**src/rtl/card_hit_detect_pkg.sv**
```systemverilog
// Grid geometry and FSM encoding for card click resolution.
// The geometry values must match the card drawing stages.
package card_hit_detect_pkg;

  localparam int unsigned XPos  = 50;
  localparam int unsigned YPos  = 50;
  localparam int unsigned CardW = 100;
  localparam int unsigned CardH = 140;
  localparam int unsigned GapX  = 20;
  localparam int unsigned GapY  = 20;
  localparam int unsigned Cols  = 4;
  localparam int unsigned Rows  = 4;

  localparam int unsigned CoordW = 12;
  localparam int unsigned IdxW   = (Rows * Cols > 1) ? $clog2(Rows * Cols) : 1;

  typedef logic [CoordW-1:0] coord_t;
  typedef logic [IdxW-1:0]   idx_t;

  localparam coord_t XPosC  = coord_t'(XPos);
  localparam coord_t YPosC  = coord_t'(YPos);
  localparam coord_t CardWC = coord_t'(CardW);
  localparam coord_t CardHC = coord_t'(CardH);
  localparam coord_t PitchX = coord_t'(CardW + GapX);
  localparam coord_t PitchY = coord_t'(CardH + GapY);

  localparam idx_t ColLast = idx_t'(Cols - 1);
  localparam idx_t RowLast = idx_t'(Rows - 1);
  localparam idx_t ColsIdx = idx_t'(Cols);

  typedef enum logic [2:0] {
    StIdle,
    StCap,
    StScanC,
    StScanR,
    StHit,
    StMiss
  } state_t;

endpackage

```
**src/rtl/rise_edge_det.sv**
```systemverilog
// Rising-edge detector: one-cycle pulse when the input goes 0 -> 1.
module rise_edge_det (
  input  logic pclk,
  input  logic rst,
  input  logic in,
  output logic pulse
);

  logic in_q;

  always_ff @(posedge pclk) begin
    if (!rst) begin
      in_q <= 1'b0;
    end else begin
      in_q <= in;
    end
  end

  assign pulse = in & ~in_q;

endmodule

```
**src/rtl/card_hit_detect.sv**
```systemverilog
// Resolves a mouse click to a card index or a miss by stepping through the grid
// one column, then one row, per cycle using pitch subtraction.
module card_hit_detect
  import card_hit_detect_pkg::*;
(
  input  logic            pclk,
  input  logic            rst,
  input  logic            enable,
  input  logic [11:0]     xpos,
  input  logic [11:0]     ypos,
  input  logic            mouse_left,
  output logic            busy,
  output logic            hit_valid,
  output logic            miss,
  output logic [IdxW-1:0] card_idx
);

  state_t state_q, state_d;
  coord_t dx_q, dx_d;
  coord_t dy_q, dy_d;
  idx_t   col_q, col_d;
  idx_t   row_q, row_d;
  idx_t   base_q, base_d;
  idx_t   card_idx_q, card_idx_d;
  logic   hit_valid_q, hit_valid_d;
  logic   miss_q, miss_d;
  logic   left_rise;
  logic   click;

  rise_edge_det u_left_edge (
    .pclk  (pclk),
    .rst   (rst),
    .in    (mouse_left),
    .pulse (left_rise)
  );

  assign click = left_rise & enable;

  always_comb begin
    state_d = state_q;
    dx_d    = dx_q;
    dy_d    = dy_q;
    col_d   = col_q;
    row_d   = row_q;
    base_d  = base_q;

    case (state_q)
      StIdle: begin
        if (click) begin
          dx_d    = xpos;
          dy_d    = ypos;
          state_d = StCap;
        end
      end
      StCap: begin
        if (dx_q < XPosC || dy_q < YPosC) begin
          state_d = StMiss;
        end else begin
          dx_d    = dx_q - XPosC;
          dy_d    = dy_q - YPosC;
          col_d   = '0;
          row_d   = '0;
          base_d  = '0;
          state_d = StScanC;
        end
      end
      StScanC: begin
        if (dx_q >= PitchX) begin
          dx_d  = dx_q - PitchX;
          col_d = col_q + idx_t'(1);
          if (col_q == ColLast) state_d = StMiss;
        end else if (dx_q >= CardWC) begin
          state_d = StMiss;
        end else begin
          state_d = StScanR;
        end
      end
      StScanR: begin
        // base tracks row*Cols so the final index needs only an add.
        if (dy_q >= PitchY) begin
          dy_d   = dy_q - PitchY;
          row_d  = row_q + idx_t'(1);
          base_d = base_q + ColsIdx;
          if (row_q == RowLast) state_d = StMiss;
        end else if (dy_q >= CardHC) begin
          state_d = StMiss;
        end else begin
          state_d = StHit;
        end
      end
      StHit:   state_d = StIdle;
      StMiss:  state_d = StIdle;
      default: state_d = StIdle;
    endcase

    // Dropping enable abandons the scan silently.
    if (state_q != StIdle && !enable) state_d = StIdle;

    hit_valid_d = (state_d == StHit);
    miss_d      = (state_d == StMiss);
    card_idx_d  = (state_d == StHit) ? (base_q + col_q) : card_idx_q;
  end

  always_ff @(posedge pclk) begin
    if (!rst) begin
      state_q     <= StIdle;
      dx_q        <= '0;
      dy_q        <= '0;
      col_q       <= '0;
      row_q       <= '0;
      base_q      <= '0;
      card_idx_q  <= '0;
      hit_valid_q <= 1'b0;
      miss_q      <= 1'b0;
    end else begin
      state_q     <= state_d;
      dx_q        <= dx_d;
      dy_q        <= dy_d;
      col_q       <= col_d;
      row_q       <= row_d;
      base_q      <= base_d;
      card_idx_q  <= card_idx_d;
      hit_valid_q <= hit_valid_d;
      miss_q      <= miss_d;
    end
  end

  assign busy      = (state_q != StIdle);
  assign hit_valid = hit_valid_q;
  assign miss      = miss_q;
  assign card_idx  = card_idx_q;

endmodule
```
**config.mk**
```make
export PLATFORM = sky130hd
export DESIGN_NAME = card_hit_detect
export DESIGN_NICKNAME = d
export VERILOG_FILES = /design/src/rtl/card_hit_detect_pkg.sv /design/src/rtl/rise_edge_det.sv /design/src/rtl/card_hit_detect.sv
export SDC_FILE = /design/constraint.sdc
export NUM_CORES = 1
export LEC_CHECK = 0
export BUFFER_PORTS_ARGS = -buffer_cell sky130_fd_sc_hd__buf_2
export CORE_MARGIN = 3
export CORE_UTILIZATION = 62
export DETAILED_ROUTE_END_ITERATION = 10
export PLACE_DENSITY_LB_ADDON = 0.05
export RECOVER_POWER = 25
export SYNTH_ARGS = -nofsm -noshare
export SYNTH_HDL_FRONTEND = slang
export SYNTH_SLANG_ARGS = --single-unit
```
**constraint.sdc**
```tcl
create_clock -name pclk -period 4.4 [get_ports pclk]
set_input_delay 0.44 -clock pclk [delete_from_list [all_inputs] [get_ports pclk]]
set_output_delay 0.44 -clock pclk [all_outputs]
set_load 0.02 [all_outputs]
```
# [After elaboration in Yosys (flattened, before gate mapping)]
# Cells that the tools add are included.
[classes] n_addsub=8 order_cmp=6 n_eq_ne=11 n_mux=25 bitwise_logic=3 reduce_logical=13
[ops] operator="$mux 12" count=6
[ops] operator="$pmux 12 s3" count=2
[ops] operator="$ge 12x7->1 const B" count=2
[ops] operator="$ge 12x8->1 const B" count=2
[ops] operator="$lt 12x6->1 const B" count=2
[ops] operator="$mux 3" count=8
[ops] operator="$pmux 4 s2" count=3
[ops] operator="$sub 12x6->12 const B" count=2
[ops] operator="$mux 4" count=4
[ops] operator="$pmux 3 s4" count=1
[ops] operator="$sub 12x7->12 const B" count=1
[ops] operator="$sub 12x8->12 const B" count=1
[ops] operator="$reduce_bool 3->1" count=3
[ops] operator="$add 4x1->4 const B" count=2
[ops] operator="$eq 4x2->1 const B" count=2
[ops] operator="$ne 2x2->1 const B" count=4
[ops] operator="$reduce_and 4->1" count=2
[ops] operator="$eq 3x2->1 const B" count=2
[ops] operator="$eq 3x3->1 const B" count=2
[ops] operator="$reduce_and 3->1" count=2
[ops] operator="$add 4x3->4 const B" count=1
[ops] operator="$add 4x4->4" count=1
[ops] operator="$reduce_bool 2->1" count=2
[ops] operator="$eq 3x1->1 const B" count=1
[ops] operator="7 further kinds" count=8
[totals] reg_bits=46 input_bits=28 output_inout_bits=7 elab_cells=76

# [Depth between registers and ports, before layout]
[logic_depth] depth_word=7 mapped_depth=8 mapped_depth_nobuf=8

# [Hierarchy]
# Synthesis repeated with hierarchy kept, for this count alone.
[hier_totals] cells_unflattened=363 area_unflattened_um2=2950.3
[by_module_without_submodules] module="card_hit_detect" instances=1 cells_each=360 area_each_um2=2910.3 seq_area_each_um2=820.8
[by_module_without_submodules] module="rise_edge_det" instances=1 cells_each=3 area_each_um2=40.0 seq_area_each_um2=20.0

# [Least setup slack after synthesis]
# Ideal clock, no wire load.
[synth_timing] path_kind="register to register" start="register dx_q[8]" end="register dy_q[2]" setup_ps=136 t_arrival_ps=1961 required_time_ps=4264 slack_ps=2303 stages_incl_launch_ff=9 path_buffers=2 synth_period_minus_slack_ps=2097 path_cell_list="dfxtp_1 buf_6 or4_4 nor4_4 nor3_2 buf_6 or2_4 nor2_1 a211oi_2"
[synth_between] elab_chain_len=4
[synth_lines] item="start: declaration" line_no="card_hit_detect.sv:19" rtl="coord_t dx_q, dx_d;"
[synth_lines] item="start signal: assignment" line_no="card_hit_detect.sv:107" rtl="dx_q <= '0;"
[synth_lines] item="start signal: assignment" line_no="card_hit_detect.sv:117" rtl="dx_q <= dx_d;"
[synth_lines] item="$lt 12x6->1" line_no="card_hit_detect.sv:56" rtl="if (dx_q < XPosC || dy_q < YPosC) begin"
[synth_lines] item="$logic_or 1x1->1" line_no="card_hit_detect.sv:56"
[synth_lines] item="$ne 2x2->1 (no source line)"
[synth_lines] item="$reduce_and 4->1 (no source line)"
[synth_lines] item="end signal: assignment" line_no="card_hit_detect.sv:118" rtl="dy_q <= dy_d;"
[synth_lines] item="end: declaration" line_no="card_hit_detect.sv:20" rtl="coord_t dy_q, dy_d;"
# No other way between the ends.
# A chain may end at the register's enable or synchronous reset.

# [Final worst setup path]
[layout_timing] start="register state_q[1]" end="register dy_q[8]"
[layout_between] elab_chain_len=3 elab_cells_between_ends=9 cone_classes="5 x eq/ne; 1 x mux; 3 x reduce/logical"
[layout_lines] item="start: declaration" line_no="card_hit_detect.sv:18" rtl="state_t state_q, state_d;"
[layout_lines] item="start signal: assignment" line_no="card_hit_detect.sv:106" rtl="state_q <= StIdle;"
[layout_lines] item="start signal: assignment" line_no="card_hit_detect.sv:116" rtl="state_q <= state_d;"
[layout_lines] item="$eq 3x2->1, or another cell as far along" line_no="card_hit_detect.sv:47" rtl="case (state_q)"
[layout_lines] item="$ne 2x2->1 (no source line) or $reduce_bool 3->1 (tied branches)"
[layout_lines] item="$reduce_and 4->1 (no source line)"
# Parallel ways exist; a longest one is shown, timed or not.

==> results.yml <==
sta:
  timing.final.crit_share: 0.657
  grt_setup_unrepaired: "no"
  timing_max_transition_violations_final: 0
  hold_viol_final: 0
  max_slew.worst_pin.slew_ps: 990
  maxClockFrequency_ghz: 0.346
  hold_slack_ps: 383
  report.final.setup_viol: 0
  tns_ps: 0
  timing.slew.headroom: 0.340
  finClkSkew_ps: 7.66
  finalWorstPathRequiredPeriod_ps: 2890
synth:
  synth.net_count: 373
  synth.top_cells.by_area: "sky130_fd_sc_hd__dfxtp_1, sky130_fd_sc_hd__a21oi_1, sky130_fd_sc_hd__nor2_1, sky130_fd_sc_hd__ha_1, sky130_fd_sc_hd__nand2_1"
  yosys.area.top_type_share: 0.309
  avgSynthCellArea_um2: 8.10
  yosysWarnings: 0
  synth_sequential_area_ratio: 0.309
  post-synth-top-area-cell: "sky130_fd_sc_hd__dfxtp_1"
  synth-edff-count: 0
  synth_async_sr_flop_share: 0
  synth_cell_type_count: 71
  postSynth.topFlopCell: "sky130_fd_sc_hd__dfxtp_1"
  post_synth_inst_count: 336
  synth-seq-cells: 42
  synth_area_um2: 2720
finish:
  antenna_cells: 0
  layout_cells_sized_above_1: 0.160
  fillers: 365
  area_growth_from_synthesis_to_layout_pct: 7.96
  layout.cell_area.non_filler_um2: 2940
  nNetsFinal: 393
floorplan:
  initial_core_util: 0.661
  core-area_um2: 4120
  io_pins: 35
  fp.dieH_um: 72.2
  die_width_um: 72.2
  row_count: 23
  fp.dieArea_um2: 5220
clocking:
  clock-sinks: 42
  cts_max_level: 2
  post_cts_hold_buffer_count: 0
  post_cts_resized: 0
  clock_latency_ps: 300
  clkSlewWorstSetupHoldPaths_ps: 90
  post_cts_buffers: 0
  cts.path.max_buffers: 2
  cts_tree: "yes"
  tritoncts.num_buffers: 5
  clock_tree.root_cell: "sky130_fd_sc_hd__clkbuf_8"
power_and_ir_drop:
  maximum_vdd_drop_uv: 157
  total_power_uw: 984
  power-per-cell-area_nw_per_um2: 335
  power_leakage_nw: 1.12
drt:
  amount_of_wire_on_met3_after_detailed_routing_um: 327
  firstDrtPassIters: 4
  detail_route.wl_per_cell_um: 15.8
  route.top_layer_used: "met4"
  drt_drc: 0
  post_drt_via_cell_ratio: 6.34
  wirelength_met1_um: 2990
  routed-via-count: 2582
  drtIter0Drc: 202
  finalWirelength_um: 6410
  ant_nets: 0
  met2RoutedLength_um: 3060
setup_path:
  worstSetupPathType: "register to register"
  cp.arrival_ps: 3100
  end_kind: "register"
  cp_slowest_stage_delay_ps: 550
  worst_ep_required_time_ps: 4610
  critical_path.startpoint_type: "register"
  cp_cell_sequence: "nand2b_1 > or2_2 > nor3_2 > buf_4 > nor2_2 > or3b_2 > a31oi_1"
  worst_path_max_delay_cell: "sky130_fd_sc_hd__dfxtp_1"
  critical_path_peak_fanout: 21
global_route:
  antenna_found_initial: 0
  grt_pass1_wl_um: 10900
  grt.total_usage: 0.259
  grt-ovfl-total: 0
  grt_pass1_vias: 2336
  grt_max_degree: 26
placement:
  buffers_on_ports: 32
  placement.cell_area_um2: 2860
  place.detailed.hpwl_um: 4440
  place_congestion: 0.880
hold_path:
  hp-class: "input port to register"
run_status:
  result_of_the_run: "finished, final reports clean"
job:
  maxCapViolCount: 0
## metrics by stage
step	util	instances	setup slack (ps)
floorplan	-	336	2300
global placement	0.694	399	1640
detailed placement	0.694	399	1600
CTS	0.717	407	1550
global route	0.714	407	1340
finish	0.714	407	1510
## final cells by class
| type | count | area, um2 | share of cell area |
|---|---|---|---|
| flip-flops and latches | 42 | 841 | 0.286 |
| inverters | 13 | 48.8 | 0.0166 |
| clock buffers | 5 | 68.8 | 0.0234 |
| clock inverters | 3 | 25.0 | 0.00852 |
| repair buffers | 34 | 165 | 0.0562 |
| well taps | 50 | 62.6 | 0.0213 |
| multi-input cells | 260 | 1730 | 0.588 |
## cells in the final DEF (no fill, tap or decap), types with 6 or more instances in the layout
master                      n
sky130_fd_sc_hd__a21oi_1   32
sky130_fd_sc_hd__o21ai_0   12
sky130_fd_sc_hd__nor3_1     9
sky130_fd_sc_hd__nand3_1    8
sky130_fd_sc_hd__dfxtp_1   42
sky130_fd_sc_hd__o31ai_1    8
sky130_fd_sc_hd__o21ai_1    6
sky130_fd_sc_hd__buf_2     24
sky130_fd_sc_hd__a211oi_1   7
sky130_fd_sc_hd__nand2b_1   7
sky130_fd_sc_hd__clkbuf_1   8
sky130_fd_sc_hd__ha_1       9
sky130_fd_sc_hd__nor2_1    33
sky130_fd_sc_hd__nand2_1   29
sky130_fd_sc_hd__inv_1     12
## logic make-up (layout without fill, tap and decap cells)
family          after synthesis  after routing  synth area share
flops                        42             42             0.309
xor+xnor                      8              8            0.0258
simple gates                119            119             0.242
buf+inv                      34             55            0.0557
mux                           2              2           0.00736
compound gates              122            122             0.318
fa+ha+maj                     9              9            0.0414
## routing by layer
| metal | GRT usage | vias up |
|---|---|---|
| li1 | - | 1294 |
| met1 | 0.351 | 1214 |
| met2 | 0.427 | 70 |
| met3 | 0.0471 | 4 |
| met4 | 0.0605 | 0 |
| met5 | 0 | - |
## report_power, final
part	switching, mW	internal [mW]	leakage [nW]
combinational	0.167	0.111	0.737
clock	0.149	0.115	0.0447
sequential	0.0396	0.403	0.341
total	0.356	0.629	1.12
## worst paths after layout
path | slack (ps) | depth (start not counted) | start | to
hold reg to reg | 470 | 2 | card_idx[0]$_SDFFE_PN0N_ | card_idx[0]$_SDFFE_PN0N_
setup / recovery | 1510 | 7 | state_q[1]$_SDFF_PN0_ | dy_q[8]$_SDFFE_PN0P_
setup reg to reg | 1510 | 7 | state_q[1]$_SDFF_PN0_ | dy_q[8]$_SDFFE_PN0P_
hold / removal | 380 | 2 | mouse_left | u_left_edge.in_q$_SDFF_PN0_
## critical path, delay by kind of cell (launching register included)
family	cells	cell delay, ps
flip-flops	1	550
AO/OA/AOI/OAI	1	160
buffers and inverters	1	300
AND/OR/NAND/NOR	5	1780
## synth_stat cells (all sizes together), types with 2 or more instances
library cell / n
nand2: 29
o21ai: 18
mux2i: 2
o211a: 2
inv: 12
and2: 2
nand3: 8
or3b: 2
a31oi: 5
a21o: 3
a211oi: 11
a221oi: 2
o311ai: 3
o221a: 2
nand4: 2
nor3: 11
or3: 3
nor3b: 2
o22ai: 3
o31a: 2
clkbuf: 13
o311a: 4
or2: 4
o211ai: 5
o2111ai: 2
nand2b: 7
nor2b: 3
ha: 9
a21oi: 32
a22oi: 4
o31ai: 8
xnor2: 3
buf: 8
nor4: 3
dfxtp: 42
o32ai: 3
nor2: 36
o21a: 4
and3: 2
nor4bb: 2
xor2: 5
## registers in the layout (all words and copies together) (netlist names)
name / flops
base_q: 2
card_idx: 4
col_q: 4
dx_q: 11
dy_q: 11
hit_valid: 1
miss: 1
row_q: 4
state_q: 3
u_left_edge.in_q: 1
No activity file was read; power rests on OpenSTA's default activity.
